**src/rtl/bist_controller.sv**
```systemverilog
// BIST session controller: sequences reset/run/flush of the LFSR->scan_reg->MISR path
// and compares the captured MISR signature against a golden value.
module bist_controller #(
  parameter int unsigned           WIDTH        = 4,
  parameter int unsigned           NUM_PATTERNS = 15,
  parameter int unsigned           INIT_CYCLES  = 2,
  parameter int unsigned           FLUSH_CYCLES = 1,
  parameter logic [WIDTH-1:0]      GOLDEN_SIG   = '0,
  localparam int unsigned          CNT_W        = $clog2(NUM_PATTERNS + 1)
) (
  input  logic             clk,
  input  logic             rst,
  input  logic             start,
  input  logic             abort,
  input  logic [WIDTH-1:0] misr_signature,
  output logic             core_rstn,
  output logic             bist_mode,
  output logic             scan_en,
  output logic             busy,
  output logic             done,
  output logic             pass,
  output logic [WIDTH-1:0] signature_q,
  output logic [CNT_W-1:0] pattern_cnt
);

  localparam int unsigned PH_MAX0 = (INIT_CYCLES > NUM_PATTERNS) ? INIT_CYCLES : NUM_PATTERNS;
  localparam int unsigned PH_MAX  = (FLUSH_CYCLES > PH_MAX0) ? FLUSH_CYCLES : PH_MAX0;
  localparam int unsigned PH_W    = $clog2(PH_MAX + 1);

  typedef enum logic [2:0] {
    IDLE  = 3'd0,
    INIT  = 3'd1,
    RUN   = 3'd2,
    FLUSH = 3'd3,
    CMP   = 3'd4,
    DONE  = 3'd5
  } state_t;

  state_t            state, state_nxt;
  logic [PH_W-1:0]   phase_cnt, phase_nxt;
  logic [CNT_W-1:0]  pattern_nxt;
  logic [WIDTH-1:0]  sig_nxt;
  logic              pass_nxt;
  logic              core_rstn_nxt, bist_mode_nxt, busy_nxt, done_nxt;

  // State, counters and all outputs are registered from the next-state decode.
  always_ff @(posedge clk) begin
    if (rst) begin
      state       <= IDLE;
      phase_cnt   <= '0;
      pattern_cnt <= '0;
      signature_q <= '0;
      pass        <= 1'b0;
      core_rstn   <= 1'b0;
      bist_mode   <= 1'b0;
      busy        <= 1'b0;
      done        <= 1'b0;
    end else begin
      state       <= state_nxt;
      phase_cnt   <= phase_nxt;
      pattern_cnt <= pattern_nxt;
      signature_q <= sig_nxt;
      pass        <= pass_nxt;
      core_rstn   <= core_rstn_nxt;
      bist_mode   <= bist_mode_nxt;
      busy        <= busy_nxt;
      done        <= done_nxt;
    end
  end

  assign scan_en = 1'b0;

  // Next-state, counter and output decode.
  always_comb begin
    state_nxt   = state;
    phase_nxt   = phase_cnt;
    pattern_nxt = pattern_cnt;
    sig_nxt     = signature_q;
    pass_nxt    = pass;

    case (state)
      IDLE:    if (start) state_nxt = INIT;
      INIT:    if (32'(phase_cnt) == INIT_CYCLES - 1) state_nxt = RUN;
      RUN:     if (32'(phase_cnt) == NUM_PATTERNS - 1)
                 state_nxt = (FLUSH_CYCLES == 0) ? CMP : FLUSH;
      FLUSH:   if (32'(phase_cnt) == FLUSH_CYCLES - 1) state_nxt = CMP;
      CMP:     state_nxt = DONE;
      DONE:    if (start) state_nxt = INIT;
      default: state_nxt = IDLE;
    endcase

    // abort wins over start, including a start request seen in IDLE
    if (abort) state_nxt = IDLE;

    if (state_nxt != state) phase_nxt = '0;
    else if (state inside {INIT, RUN, FLUSH}) phase_nxt = phase_cnt + PH_W'(1);

    if (state_nxt == INIT && state != INIT) pattern_nxt = '0;
    else if (state == RUN && !abort && pattern_cnt != CNT_W'(NUM_PATTERNS))
      pattern_nxt = pattern_cnt + CNT_W'(1);

    if (state == CMP && state_nxt == DONE) begin
      sig_nxt  = misr_signature;
      pass_nxt = (misr_signature == GOLDEN_SIG);
    end else if (state_nxt inside {IDLE, INIT}) begin
      pass_nxt = 1'b0;
    end

    core_rstn_nxt = state_nxt inside {RUN, FLUSH, CMP, DONE};
    bist_mode_nxt = state_nxt inside {RUN, FLUSH};
    busy_nxt      = state_nxt inside {INIT, RUN, FLUSH, CMP};
    done_nxt      = (state_nxt == DONE);
  end

endmodule
```
**config.mk**
```make
export PLATFORM = sky130hd
export DESIGN_NAME = bist_controller
export DESIGN_NICKNAME = d
export VERILOG_FILES = /design/src/rtl/bist_controller.sv
export SDC_FILE = /design/constraint.sdc
export NUM_CORES = 1
export LEC_CHECK = 0
export CAP_MARGIN = 40
export CORE_ASPECT_RATIO = 0.75
export CORE_MARGIN = 2
export CORE_UTILIZATION = 50
export CTS_CLUSTER_DIAMETER = 60
export DETAILED_ROUTE_END_ITERATION = 8
export PLACE_DENSITY = 0.78
export SYNTH_ARGS = -nofsm -noshare
export SYNTH_HDL_FRONTEND = slang
export SYNTH_SLANG_ARGS = --single-unit
```
**constraint.sdc**
```tcl
create_clock -name clk -period 2.55 [get_ports clk]
set_clock_uncertainty 0.15 [all_clocks]
set_input_delay 0.51 -clock clk [delete_from_list [all_inputs] [get_ports clk]]
set_output_delay 0.51 -clock clk [all_outputs]
set_load 0.005 [all_outputs]
```
Yosys cells after proc, flatten, opt, wreduce, memory -nomap -nowiden
Cells that the tools add are included.
- add/subtract/negate cells: 2
- equality and inequality tests: 15
- multiplexer cells: 8
- reductions and logical operators: 18
- operators with widths (operator ; number):
    $mux 3 ; 5
    $pmux 3 s5 ; 1
    $eq 3x2->1 const B ; 4
    $eq 3x3->1 const B ; 4
    $add 4x1->4 const B ; 2
    $logic_not 4->1 ; 2
    $reduce_bool 4->1 ; 2
    $eq 3x1->1 const B ; 2
    $logic_not 3->1 ; 2
    $reduce_bool 2->1 ; 3
    $reduce_or 2->1 ; 3
    $eq 4x1->1 const B ; 1
    $eq 4x4->1 const B ; 1
    $logic_and 1x1->1 ; 4
    $ne 4x4->1 const B ; 1
    $ne 3x1->1 const B ; 1
    $ne 3x3->1 ; 1
    $reduce_bool 3->1 ; 1
    $mux 1 ; 2
    $logic_not 1->1 ; 1
- flip-flop bits (word level): 20
- output and inout port bits: 14

Depth between registers and ports, before layout
- depth after elaboration: 8
- gate-level depth with buffers: 6

Worst setup path after synthesis
OpenSTA, ideal clock, no wires.
- path type: register to register
- start point: register phase_cnt[0]
- end point: register phase_cnt[0]
- setup time: 132 ps
- data arrival time: 1563 ps
- setup slack: 705 ps
- stages on the path, launching flop included: 7
- clock period less this slack: 1845 ps
- cell sequence: dfxtp_1 -> inv_1 -> ha_1 -> or3b_1 -> a22o_1 -> a311oi_2 -> nor3_1
- cells in the longest elaborated chain, start to end: 6
- elaborated cells between the ends (all ways): 11
- those cells by class: 1 x add/sub; 3 x eq/ne; 5 x mux; 2 x reduce/logical
- RTL lines (what ; RTL line ; source):
    from (decl) ; 40 ; logic [PH_W-1:0] phase_cnt, phase_nxt;
    from (signal assigned) ; 60 ; phase_cnt <= phase_nxt;
    $eq 4x4->1 (tied with other cells) ; 84 ; RUN: if (32'(phase_cnt) == NUM_PATTERNS - 1)
    $mux 3 (on tied branches) ; 84, 83, 86 ;
    $pmux 3 s5 ; 81 ; case (state)
    $mux 3 ; 93 ; if (abort) state_nxt = IDLE;
    $ne 3x3->1 ; 95 ; if (state_nxt != state) phase_nxt = '0;
    $reduce_or 2->1 (no line) ; -- ;
Several ways; a longest one is shown, not always the timed one.
A chain may end at the register's enable or synchronous reset.

Worst setup path after layout
Same ends and word-level chain as after synthesis.

==> flow_summary_export.csv <==
group,metric,value,unit
place,preCtsSetupSlack,0.319,ns
timing,slew_viol_final,0,
place,gp_congestion,0.748,
global_route,grt_use_total,0.201,
global_route,grt_pass1_vias,896,
timing,fin_setup_tns,0,ns
setup_path,crit_type,"reg -> reg",
synthesis,synth_edf_count,0,
cts,post_cts_buffers,0,
timing,final_hold_viol_count,0,
finish,fin_nets,153,
detailed_routing,via_count,966,
timing,finalCriticalPeriod,2.07,ns
floorplanning,fp.dieH,45.1,um
power,p_leak,0.479,nW
synthesis,yosys_register_bits,20,
worst_hold_path,hp-class,"reg -> reg",
flow_run,maxCapViolations,0,
timing,layout_setup_ws,0.484,ns
detailed_routing,vias_per_cell,5.96,
timing,relSlewSlack,0.577,
cts,cts_tree,"yes",
power,powerDensity,385,nW/um^2
floorplanning,fp.dieArea,2650,sq um
timing,finalSetupViolCount,0,
cts,hold_buffers,0,
finish,antenna_cells,0,
setup_path,startpoint_type,"flip-flop",
cts,clkLatencyLatePin,0.29,ns
detailed_routing,drt_iter0_markers,19,
synthesis,netlist_area,1120,sq um
cts,clock_tree.buffer_depth,2,
synthesis,synth_async_sr_flop_share,0,
floorplanning,io_pins,22,
setup_path,cp.required,2.57,ns
synthesis,syn_avg_cell_area,9.44,sq um
place,port_buffers,20,
floorplanning,dieWidth,58.7,um
global_route,grt_overflow,0,
cts,htreeDepth,1,
floorplanning,coreArea,2070,sq um
cts,clk_transition_reported_paths,0.11,ns
global_route,antenna_found_initial,0,
global_route,grt_pass1_wl,3.99,mm
setup_path,cp.arrival,2.08,ns
global_route,grt_max_degree,21,
place,hpwl,1.89,mm
synthesis,ys.flop_type,"dfxtp_1",
setup_path,end_kind,"flip-flop",
floorplanning,row_count,14,
detailed_routing,ant_nets,0,
detailed_routing,firstDrtPassIters,4,
detailed_routing,drc,0,
detailed_routing,wl_per_cell,15.3,um
detailed_routing,wirelength,2.48,mm
timing,worstMarginPinSlew,0.634,ns
synthesis,ys_warn_count,0,
cts,cts_buffers,3,
power,vdd_drop_max,0.359,mV
synthesis,syn_nets,132,
cts,cts.sinks,20,
synthesis,synthTopCellsByArea,"dfxtp_1 (36%), ha_1 (5.6%), mux2i_1 (5.3%), a2111oi_2 (4.0%), nor3_1 (3.6%)",
cts,post_cts_resized,0,
timing,fmax,484,MHz
synthesis,synth_area_leader_cell,"dfxtp_1",
setup_path,critPathMaxFanout,4,
floorplanning,start_util,0.544,
finish,area_growth_syn_to_layout,21.0,%
synthesis,synth_top_area_frac,0.356,
timing,fin_crit_sh,0.810,
timing,rsz0062_at_grt,"no",
finish,final_layout_size_suffix_gt1_frac,0.123,
cts,clockRootBuffer,"clkbuf_4",
synthesis,synth_cells,119,
status,status,"complete, no violations",
synthesis,ys_types,46,
synthesis,ys_seq_area_frac,0.356,
placed cells by master (no fill, tap or decap), types with 2 or more instances in the layout:
cell type / count
mux2i_1: 6
nand2_1: 4
a22oi_1: 2
nor3_1: 8
buf_4: 3
or3_1: 2
nor2b_1: 3
nor2_1: 10
clkbuf_4: 3
xnor2_1: 3
or3b_1: 3
inv_1: 5
clkdlybuf4s50_1: 20
a21o_1: 2
a2111oi_2: 3
dfxtp_1: 20
a21oi_1: 7
ha_1: 5
nand3_1: 2
kinds of logic (layout without fill, tap and decap cells):
family	count (synthesis)	after routing	share of synthesized area
mux	6	6	0.0535
simple gates	47	47	0.274
other cells	1	1	0.00334
buf+inv	12	31	0.0512
flops	20	20	0.356
fa+ha+maj	5	5	0.0557
compound gates	24	24	0.175
xor+xnor	4	4	0.0312
registers in the layout, indices dropped and copies added, names as in the netlist:
register / count
bist_mode: 1
busy: 1
core_rstn: 1
done: 1
pass: 1
pattern_cnt: 4
phase_cnt: 4
signature_q: 4
state: 3
layer usage:
layer / wire length (um) / share of wire / track usage
met5: 0 / 0 / 0
met4: 10 / 0.0040 / 0.0545
met3: 106 / 0.043 / 0.0487
met2: 1190 / 0.48 / 0.342
met1: 1170 / 0.47 / 0.257
per-stage QoR:
| step | power, mW | area (sq um) | utilization | hold slack (ns) | std cells |
|---|---|---|---|---|---|
| after global routing | 0.550 | 1360 | 0.658 | 0.405 | 162 |
| after global placement | 0.387 | 1340 | 0.647 | 0.324 | 159 |
| after detailed placement | 0.388 | 1340 | 0.647 | 0.352 | 159 |
| after floorplan | 0.363 | 1120 | - | 0.335 | 119 |
| final | 0.524 | 1360 | 0.658 | 0.368 | 162 |
| after CTS | 0.529 | 1360 | 0.658 | 0.372 | 162 |
report_power, final:
part	total [mW]	leakage [nW]	switching, mW	internal (mW)
clock	0.142	0.0138	0.0874	0.0549
sequential	0.317	0.161	0.00239	0.315
combinational	0.0642	0.304	0.0335	0.0307
worst max-delay path: stages (launching register included):
cell	delay, ns
dfxtp_1	0.36
inv_1	0.13
ha_1	0.17
or3b_1	0.37
a22o_1	0.26
a311oi_2	0.40
nor3_1	0.11
synthesized netlist by cell type, types with 2 or more instances:
library cell and number:
a22oi_1 2, or3b_1 3, nor2b_1 3, inv_1 5
dfxtp_1 20, nand2_1 4, ha_1 5, buf_2 4
xnor2_1 3, a21o_1 2, nor3_1 8, a2111oi_2 3
nor2_1 10, nand3_1 2, buf_4 2, mux2i_1 6
a21oi_1 7, or3_1 2
cell type report:
type	instances	area, sq um
repair buffers	23	223
multi-input cells	87	666
well taps	24	30.0
inverters	5	18.8
clock buffers	3	22.5
fillers	169	707
flip-flops and latches	20	400
final timing paths:
path	startpoint	end	slack, ns	cells after the start
max	phase_cnt[0]	phase_cnt[0]	0.48	6
min	signature_q[0]	signature_q[0]	0.37	2
min reg2reg	signature_q[0]	signature_q[0]	0.37	2
max reg2reg	phase_cnt[0]	phase_cnt[0]	0.48	6
Power figures use the tool's default switching activity.
